## src/rtl/fifo_ctrl.sv

```systemverilog
// fifo_ctrl: pointer/occupancy controller turning a 2**W-entry register file into a FWFT FIFO.
module fifo_ctrl #(
  parameter int W      = 2,
  parameter int AF_LVL = 2**W-1,
  parameter int AE_LVL = 1
) (
  input  logic         clk,
  input  logic         rst_n,
  input  logic         wr,
  input  logic         rd,
  input  logic         clr_err,
  output logic         wr_en,
  output logic [W-1:0] w_addr,
  output logic [W-1:0] r_addr,
  output logic [W:0]   count,
  output logic         full,
  output logic         empty,
  output logic         almost_full,
  output logic         almost_empty,
  output logic         overflow,
  output logic         underflow
);
  localparam logic [W:0] DEPTH = (W+1)'(2**W);
  logic wa, ra;
  // flags come only from the registered count, never from wr/rd
  assign full         = count == DEPTH;
  assign empty        = count == '0;
  assign almost_full  = count >= (W+1)'(AF_LVL);
  assign almost_empty = count <= (W+1)'(AE_LVL);
  assign wa           = wr & ~full;
  assign ra           = rd & ~empty;
  assign wr_en        = wa & rst_n;
  always_ff @(posedge clk or negedge rst_n) begin
    if (!rst_n) begin
      w_addr    <= '0;
      r_addr    <= '0;
      count     <= '0;
      overflow  <= 1'b0;
      underflow <= 1'b0;
    end else begin
      w_addr    <= w_addr + W'(wa);
      r_addr    <= r_addr + W'(ra);
      count     <= count + (W+1)'(wa) - (W+1)'(ra);
      overflow  <= (overflow & ~clr_err) | (wr & full);
      underflow <= (underflow & ~clr_err) | (rd & empty);
    end
  end
endmodule
```

## config.mk

```make
export PLATFORM = sky130hd
export DESIGN_NAME = fifo_ctrl
export DESIGN_NICKNAME = d
export VERILOG_FILES = /design/src/rtl/fifo_ctrl.sv
export SDC_FILE = /design/constraint.sdc
export NUM_CORES = 1
export LEC_CHECK = 0
export CELL_PAD_IN_SITES_DETAIL_PLACEMENT = 2
export CELL_PAD_IN_SITES_GLOBAL_PLACEMENT = 2
export CORE_UTILIZATION = 27
export DETAILED_ROUTE_END_ITERATION = 10
export PLACE_DENSITY_LB_ADDON = 0.1
export SYNTH_ARGS = -nofsm -noshare
export SYNTH_HDL_FRONTEND = slang
export SYNTH_SLANG_ARGS = --single-unit
```

## constraint.sdc

```tcl
create_clock -name clk -period 2.7 [get_ports clk]
set_input_delay 0.54 -clock clk [delete_from_list [all_inputs] [get_ports clk]]
set_output_delay 0.54 -clock clk [all_outputs]
set_load 0.005 [all_outputs]
```

==> impl_metrics.yaml <==
outcome:
  status: "completed"
drt:
  drtAntennaViolNets: 0
  drtIter0Drc: 2
  wl_per_cell_um: 12.0
  drt-pass1-iter-count: 2
  drt-vias-per-instance: 4.58
  drt_wl_total_mm: 1.12
  vias: 426
  drc: 0
sta:
  slew_viol_final: 0
  fmax_ghz: 0.428
  slew_headroom_pct: 72.7
  finalClockSkew_ns: 0.00612
  fin_crit_sh_pct: 86.6
  setup_viol: 0
  rsz0062_at_grt: "false"
  timing.hold.ws_ns: 0.466
  tns_ns: 0
  worst_slew_pin_slew_ns: 0.409
  hold_violations: 0
  layout_min_cycle_time_ns: 2.34
  setup_ws_ns: 0.361
layout:
  multiInputGateArea_um2: 259
  syn2layout_area_growth_pct: 43.8
  diodes: 0
  final-seq-area_um2: 225
  fin_nets: 80
  nFillCells: 194
  layout-drive-gt1-share_pct: 10.3
  fin_util_pct: 42.4
global_routing:
  overflow: 0
  first_global_vias: 445
  grt_max_degree: 14
  antenna_found_initial: 0
  grt_util_all_layers_pct: 14.0
  grt_pass1_wl_mm: 2.00
die:
  die_width_um: 46.1
  start_util_pct: 29.5
  core_um2: 1780
  die_area_um2: 2130
  rows: 15
  io_pins: 19
  die_h_um: 46.1
yosys:
  synth_top_area_share_pct: 42.9
  yosysSeqAreaShare_pct: 42.9
  netlist_top_cells_count: "9 x dfrtp_1, 5 x ha_1, 5 x inv_1"
  synth_nets: 57
  synth_top_area_cell: "dfrtp_1"
  syn_area_um2: 526
  synthTopCellsByArea: "dfrtp_1 43%, ha_1 12%, buf_6 4.3%"
  syn_area_per_cell_um2: 11.4
  ys_seq_elements: 9
  yosysWarnings: 0
  postSynth.asyncResetShare_pct: 100
  synth_flop_cell: "dfrtp_1"
  synth.distinct_cells: 21
  synth_most_common_cell: "dfrtp_1"
  syn_inst: 46
  synth_edf_count: 0
hold_path:
  hold_path_end: "r_addr[1]"
  hold_depth: 1
  hold_path.class: "reg2reg"
  worstHoldStart: "r_addr[1]"
clock_network:
  ctsHtreeMaxLevel: 1
  cts_tree: "done"
  post_cts_buffers: 0
  insertion_delay_ns: 0.26
  clock-sinks: 9
  cts_buffers: 3
  cts_resized: 0
  cts_hold_buffers: 0
  root_buffer: "clkbuf_4"
  clockBufferDepth: 2
  clk_pin_slew_ns: 0.06
power_and_ir_drop:
  power_uw: 863
  p_leak_uw: 0.000339
  power.density_nw_per_um2: 1140
  peakVddDrop_mv: 0.463
placed_design:
  routabilityCongestion: 0.663
  dp_hpwl_um: 911
  place_ws_ns: 0.223
  port_buffers: 18
worst_setup_path:
  crit_fanout: 7
  reg2regPathDepth: 7
  worstReg2RegEnd: "count[2]"
  start_kind: "input port"
  r2r-start: "count[1]"
  cp.arrival_ns: 1.80
  rrSetupSlack_ns: 0.66
  crit_required_ns: 2.16
  critPathCaptureType: "output port"
  critPathKind: "in2out"
job:
  cap_viol_max_count: 0
-- flip-flops by register name (all words and copies together) (netlist names) --
signal and flops:
count 3, w_addr 2, r_addr 2, overflow 1
underflow 1
-- area by class of cell --
type / count / area share [%]
multi-input cells: 30 / 34.3
flip-flops and latches: 9 / 29.8
repair buffers: 20 / 25.8
well taps: 25 / 4.14
clock buffers: 4 / 3.48
inverters: 5 / 2.48
-- routing by layer --
layer	share of wire [%]	global-route usage [%]	vias up
li1	-	-	202
met1	40	14.6	208
met2	53	24.8	14
met3	6.4	5.88	2
met4	1.3	5.29	0
met5	0	0	-
-- per-stage QoR --
step	cell area, µm²	std cells
2_1_floorplan	526	46
3_3_place_gp	729	89
3_5_place_dp	729	89
4_1_cts	756	93
5_1_grt	756	93
6_report	756	93
-- cells by family after synthesis --
kind of cell	Yosys count	share of synthesized area [%]
fa+ha+maj	6	15.7
xor+xnor	4	6.67
compound gates	8	12.1
buf+inv	7	7.86
simple gates	12	14.8
flops	9	42.9
-- report_power, final --
group | internal [µW] | switching [µW]
sequential | 205 | 84.0
clock | 56.9 | 45.5
combinational | 291 | 181
total | 553 | 310
-- critical path, stage by stage --
cell and delay [ns]:
clkdlybuf4s50_1 0.59, nand2_1 0.08, nor2_1 0.09, clkdlybuf4s50_1 0.50
-- cells in the final DEF, fill, tap and decap left out, drive strengths merged --
cell type,synthesis,final
and3b,1,1
nand2,3,3
nor4b,1,1
o31ai,1,1
nor3,1,1
ha,5,5
clkdlybuf4s50,0,18
clkbuf,0,4
nor3b,1,1
dfrtp,9,9
inv,5,5
xnor2,2,2
o311ai,1,1
fa,1,1
o21ai,2,2
nor2,2,2
a32o,1,1
o211a,1,1
buf,2,2
xor2,2,2
a22o,2,2
nor2b,1,1
nor4,2,2
-- worst max-delay path by stage --
| stage | from | end | slack, ns | cells after the start |
|---|---|---|---|---|
| floorplan | count[1] | count[2] | 0.81 | 7 |
| global placement | rd | count[2] | 0.24 | 7 |
| detailed placement | rd | count[2] | 0.22 | 7 |
| CTS | wr | wr_en | 0.35 | 4 |
| global route | count[2] | almost_full | 0.24 | 5 |
| finish | wr | wr_en | 0.36 | 4 |
Power figures use the tool's default switching activity.
